<file path="src/rtl/tt_bin_clock_set_ctrl.sv">
// Binary clock set-input front end: sync, debounce, edge detect and step-pulse FSM.
// Define SET_REPEAT_EN to build the auto-repeat FSM; otherwise each press gives one pulse.
module tt_bin_clock_set_ctrl #(
    parameter int unsigned DB_CYCLES     = 50000,
    parameter int unsigned REPEAT_DELAY  = 500000,
    parameter int unsigned REPEAT_PERIOD = 100000
) (
    input  logic clk_i,
    input  logic rstn_i,
    input  logic time_set_i,
    input  logic id_switch_i,
    input  logic hour_btn_i,
    input  logic minute_btn_i,
    input  logic seconds_btn_i,
    output logic set_mode_o,
    output logic step_up_o,
    output logic step_hour_o,
    output logic step_minute_o,
    output logic step_seconds_o
);

    localparam int unsigned DbW = $clog2(DB_CYCLES);
    localparam logic [DbW-1:0] DbLast = DbW'(DB_CYCLES - 1);

    if (DB_CYCLES < 2 || REPEAT_DELAY < 2 || REPEAT_PERIOD < 2) begin : gen_bad_params
        $error("tt_bin_clock_set_ctrl: DB_CYCLES, REPEAT_DELAY, REPEAT_PERIOD must be >= 2");
    end

    typedef enum logic [1:0] {StIdle, StDelay, StRepeat, StHeld} state_e;

    logic [4:0]     raw;
    logic [4:0]     sync1_q, sync2_q;
    logic [1:0]     sync_vld_q;
    logic           set_mode;
    logic [2:0]     btn;
    logic [2:0]     db_q, db_d_q, rise_q, armed_q;
    logic [DbW-1:0] db_cnt_q [3];
    logic [2:0]     pick, sel_q, step_q;
    logic           held;
    state_e         state_q;

    assign raw      = {seconds_btn_i, minute_btn_i, hour_btn_i, id_switch_i, time_set_i};
    assign set_mode = sync2_q[0];
    assign btn      = sync2_q[4:2];

    always_ff @(posedge clk_i or negedge rstn_i) begin
        if (!rstn_i) begin
            sync1_q <= '0;
            sync2_q <= '0;
        end else begin
            sync1_q <= raw;
            sync2_q <= sync1_q;
        end
    end

    // A button is armed only once it has been seen low after reset, so a button held
    // through reset must be released and pressed again before it can step.
    always_ff @(posedge clk_i or negedge rstn_i) begin
        if (!rstn_i) begin
            sync_vld_q <= '0;
            armed_q    <= '0;
            db_q       <= '0;
            db_d_q     <= '0;
            rise_q     <= '0;
            for (int i = 0; i < 3; i++) db_cnt_q[i] <= '0;
        end else begin
            sync_vld_q <= {sync_vld_q[0], 1'b1};
            if (sync_vld_q[1]) armed_q <= armed_q | ~btn;
            db_d_q <= db_q;
            rise_q <= db_q & ~db_d_q & armed_q;
            for (int i = 0; i < 3; i++) begin
                if (btn[i] == db_q[i]) begin
                    db_cnt_q[i] <= '0;
                end else if (db_cnt_q[i] == DbLast) begin
                    db_q[i]     <= ~db_q[i];
                    db_cnt_q[i] <= '0;
                end else begin
                    db_cnt_q[i] <= db_cnt_q[i] + 1'b1;
                end
            end
        end
    end

    // Priority hour > minute > seconds; lower-priority simultaneous rises are dropped.
    always_comb begin
        pick = 3'b000;
        if (rise_q[0])      pick = 3'b001;
        else if (rise_q[1]) pick = 3'b010;
        else if (rise_q[2]) pick = 3'b100;
    end

    assign held = |(db_q & sel_q);

`ifdef SET_REPEAT_EN
    localparam int unsigned RptMax = (REPEAT_DELAY > REPEAT_PERIOD) ? REPEAT_DELAY
                                                                    : REPEAT_PERIOD;
    localparam int unsigned RptW = $clog2(RptMax);
    localparam logic [RptW-1:0] RptDelayLd  = RptW'(REPEAT_DELAY - 1);
    localparam logic [RptW-1:0] RptPeriodLd = RptW'(REPEAT_PERIOD - 1);

    logic [RptW-1:0] rpt_cnt_q;

    always_ff @(posedge clk_i or negedge rstn_i) begin
        if (!rstn_i) begin
            state_q   <= StIdle;
            sel_q     <= '0;
            step_q    <= '0;
            rpt_cnt_q <= '0;
        end else begin
            step_q <= '0;
            if (!set_mode) begin
                state_q <= StIdle;
            end else begin
                case (state_q)
                    StIdle: begin
                        if (|pick) begin
                            step_q    <= pick;
                            sel_q     <= pick;
                            rpt_cnt_q <= RptDelayLd;
                            state_q   <= StDelay;
                        end
                    end
                    StDelay, StRepeat: begin
                        if (!held) begin
                            state_q <= StIdle;
                        end else if (rpt_cnt_q == '0) begin
                            step_q    <= sel_q;
                            rpt_cnt_q <= RptPeriodLd;
                            state_q   <= StRepeat;
                        end else begin
                            rpt_cnt_q <= rpt_cnt_q - 1'b1;
                        end
                    end
                    default: state_q <= StIdle;
                endcase
            end
        end
    end
`else
    always_ff @(posedge clk_i or negedge rstn_i) begin
        if (!rstn_i) begin
            state_q <= StIdle;
            sel_q   <= '0;
            step_q  <= '0;
        end else begin
            step_q <= '0;
            if (!set_mode) begin
                state_q <= StIdle;
            end else begin
                case (state_q)
                    StIdle: begin
                        if (|pick) begin
                            step_q  <= pick;
                            sel_q   <= pick;
                            state_q <= StHeld;
                        end
                    end
                    StHeld: begin
                        if (!held) state_q <= StIdle;
                    end
                    default: state_q <= StIdle;
                endcase
            end
        end
    end
`endif

    assign set_mode_o     = set_mode;
    assign step_up_o      = sync2_q[1];
    assign step_hour_o    = step_q[0];
    assign step_minute_o  = step_q[1];
    assign step_seconds_o = step_q[2];

endmodule

</file>
<file path="config.mk">
export PLATFORM = sky130hd
export DESIGN_NAME = tt_bin_clock_set_ctrl
export DESIGN_NICKNAME = d
export VERILOG_FILES = /design/src/rtl/tt_bin_clock_set_ctrl.sv
export SDC_FILE = /design/constraint.sdc
export NUM_CORES = 1
export LEC_CHECK = 0
export ABC_AREA = 1
export ABC_CLOCK_PERIOD_IN_PS = 1140
export CAP_MARGIN = 40
export CORE_MARGIN = 2
export CORE_UTILIZATION = 25
export CTS_CLUSTER_DIAMETER = 100
export CTS_CLUSTER_SIZE = 40
export DETAILED_ROUTE_END_ITERATION = 7
export DONT_BUFFER_PORTS = 1
export PLACE_DENSITY = 0.38
export SYNTH_ARGS = -nofsm -noshare
export SYNTH_HDL_FRONTEND = slang
export SYNTH_SLANG_ARGS = --single-unit
</file>
<file path="constraint.sdc">
create_clock -name clk_i -period 1.14 [get_ports clk_i]
set_input_delay 0.171 -clock clk_i [delete_from_list [all_inputs] [get_ports clk_i]]
set_output_delay 0.171 -clock clk_i [all_outputs]
set_load 0.03 [all_outputs]
</file>
==> impl_results.md <==
* Status: finished with violations
* Violated checks: negative hold slack, negative setup slack
* H-tree depth at 3
* Setup CP Type: reg -> reg
* Antenna cells at 0
* Die Width at around 130 um
* FP Rows at between 40 and 50
* Routed Antenna Nets at 0
* Reg-to-reg endpoint: db_cnt_q[8]
* Register area share after synthesis at a little over half
* Synth top area cells: dfrtp_1 53%, nor2_1 11%, nand2_1 9.4%, nand3_1 5.1%, inv_1 5.0%
* Clk_lat worst skew at between 0.3 and 0.4 ns
* Clk root buf: clkbuf_16
* Post-synth top cells: 108 x nor2_1, 93 x nand2_1, 79 x dfrtp_1
* PD cells at roughly 1100 nW/um2
* CP arrival at 1.53 ns
* CTS Buf Count at 9
* Synth warn at 0
* WHS at -0.479 ns
* Fmax achieved at a little under 800 MHz
* CTS Buffer Depth at 2
* Initial antenna violation count at 0
* Die height at around 130 um
* Detailed Routing Iterations Pass 1 at 4
* Distinct cells, synth at 27
* Worst Skew at between 0.005 and 0.006 ns
* Most frequent cell after synthesis: nor2_1
* CTS tree: yes
* Syn Area/Cell at about 8.3 um2
* Die area at 15800 um2
* Gpl congestion at between 0.7 and 0.8
* DR vias at 3184
* Largest net degree at the start of global routing at 80
* Share of the synthesized area in the top cell type at 53.2%
* Syn Inst Count at 446
* DPL Wire Length at about 6000 um
* I/O Buffers at 0
* Worst min path class: in -> async
* Syn_nets at about 460
* DP Area at 4540 um2
* # hold bufs at CTS at 5
* Global route overflow at 0
* CP endpoint kind: flip-flop
* Crit Path Max Fanout at 7
* Worst reg-to-reg path cell count at 6
* Setup crit end: db_cnt_q[8]
* Max cap viols at 0
* Area growth, synth to finish at 49.0%
* CORE AREA at around 15000 um2
* Number of synthesized flops with an enable pin at 0
* Global-route wire length before repair at ~15000 um
* Final setup margin at -0.154 ns
* Starting density of the core at 25.6%
* Yosys top cell by area: dfrtp_1
* Asr flop ratio synth at 100%
* Post-DR wirelength/cell at 12.1 um
* Post-Layout Cell Count at 742
* Leakage at between 2 and 3 nW
* Post-layout util at 38.1%
* Vias in the first global route at around 3.2k
* CP Launch Point: db_cnt_q[0]
* R2R Setup Slk at -0.15 ns
* Critical Path Start Type: flip-flop
* Fin. max-slew vios at 0
* Setup repair after global routing missed its margin: yes
* CTS sink cnt at 79
* Synth Flop Type: dfrtp_1
* Post-Syn Area at around 3700 um2
* Dpl cells at roughly 700
* DRC at 0
* Design Area, Final at 5530 um2
* Vias per std cell at roughly 4.3
* Pre-CTS setup slack at -0.216 ns
* Nets at between 500 and 600
* Worst Path Required at 1.38 ns
* Minimum clock period at roughly 1.3 ns
* I/O pin count at 12
* Drt initial violations at ~140
* Post-route clock period utilization at 114%
* Routed wire length at 8950 um
* Reg2reg start: db_cnt_q[0]
* Final setup viols at 43
* Synth Register Bits at roughly 80
* Clk slew on worst S/H paths at around 0.060 ns
* Final Hold Viols at 79
* Share of cells above drive strength 1 at between 30 and 40%
* VDD IR max at about 0.66 mV
* Total GRT Usage at about an eighth
[metal layers]
layer,routed length (um),up-vias,GRT usage [%],part of all wire [%]
met2,4310,27,19.7,48
met5,0,-,0,0
li1,-,1638,-,-
met1,4210,1507,15.5,47
met3,259,12,3.31,2.9
met4,166,0,4.46,1.9
[cell families (layout without fill, tap and decap cells)]
group / Yosys count / after routing / synth area share, %
AO/OA/AOI/OAI: 25 / 25 / 4.11
XOR/XNOR: 16 / 16 / 4.38
AND/OR/NAND/NOR: 271 / 271 / 32.0
flip-flops: 79 / 79 / 53.2
adder cells (fa/ha/maj): 3 / 3 / 1.01
other: 1 / 1 / 0.101
buffers and inverters: 51 / 163 / 5.16
[layout make-up]
type	count	area, um2
flip-flops and latches	79	1990
fillers	1508	9000
repair buffers	96	792
well taps	184	230
clock buffers	10	229
clock inverters	6	70.1
inverters	51	216
multi-input cells	316	2010
[critical path, cell delays in order (launching register included)]
cell and delay (ns):
dfrtp_1 0.39, ha_4 0.16, nand3_4 0.09, nor3_4 0.23, nand2_4 0.14, nand2_8 0.12, nor2_1 0.05
[power breakdown]
| group | internal (mW) | switching, mW | total [mW] |
|---|---|---|---|
| clock network | 1.71 | 1.22 | 2.93 |
| registers | 2.85 | 0.0465 | 2.90 |
| logic | 0.134 | 0.128 | 0.262 |
[per-stage QoR]
step           hold WS, ns  power [mW]  TNS, ns
3_5_place_dp        -0.121        3.12    -6.13
6_report            -0.479        6.09    -4.47
5_1_grt             -0.500        6.35    -8.33
3_3_place_gp        -0.120        3.12    -5.32
2_1_floorplan       -0.125        3.03    -1.60
4_1_cts             -0.503        6.17    -3.94
[registers in the layout, summed over array words and instances (netlist names)]
signal,count
armed_q,3
db_d_q,3
rise_q,3
db_q,3
step_q,3
state_q,1
sel_q,3
sync1_q,5
sync_vld_q,2
sync2_q,5
db_cnt_q,48
[how the worst min path moves through the flow]
stage / from / endpoint / slack (ns) / cells after the start
after floorplan: rstn_i / armed_q[0] / -0.12 / 0
after global placement: rstn_i / db_cnt_q[42] / -0.12 / 0
after detailed placement: rstn_i / db_cnt_q[32] / -0.12 / 0
after CTS: rstn_i / db_cnt_q[32] / -0.50 / 0
after global routing: rstn_i / db_cnt_q[32] / -0.50 / 0
final: rstn_i / db_cnt_q[42] / -0.48 / 0
[repair_timing]
item / 4_1_cts / 5_1_grt
pin swaps: 27 / 35
hold endpoints to repair: 84 / 79
buffers inserted: 10 / 9
gates resized for setup: 65 / 66
setup endpoints to repair: 49 / 50
[layout by cell type (no fill, tap or decap), drive strengths merged]
cell type / synthesis / final
o21bai: 7 / 7
nor3: 8 / 8
nand2: 100 / 100
xor2: 10 / 10
or2: 1 / 1
nor2: 109 / 109
o21ai: 6 / 6
a21oi: 6 / 6
buf: 0 / 91
dlygate4sd3: 0 / 5
a31oi: 4 / 4
clkinv: 0 / 4
inv: 51 / 52
ha: 3 / 3
dfrtp: 79 / 79
xnor2: 6 / 6
bufinv: 0 / 1
nand4: 12 / 12
nand3: 39 / 39
clkbuf: 0 / 10
a21o: 2 / 2
nor3b: 2 / 2
conb: 1 / 1
Note: power is estimated with default switching activity, not from simulation.
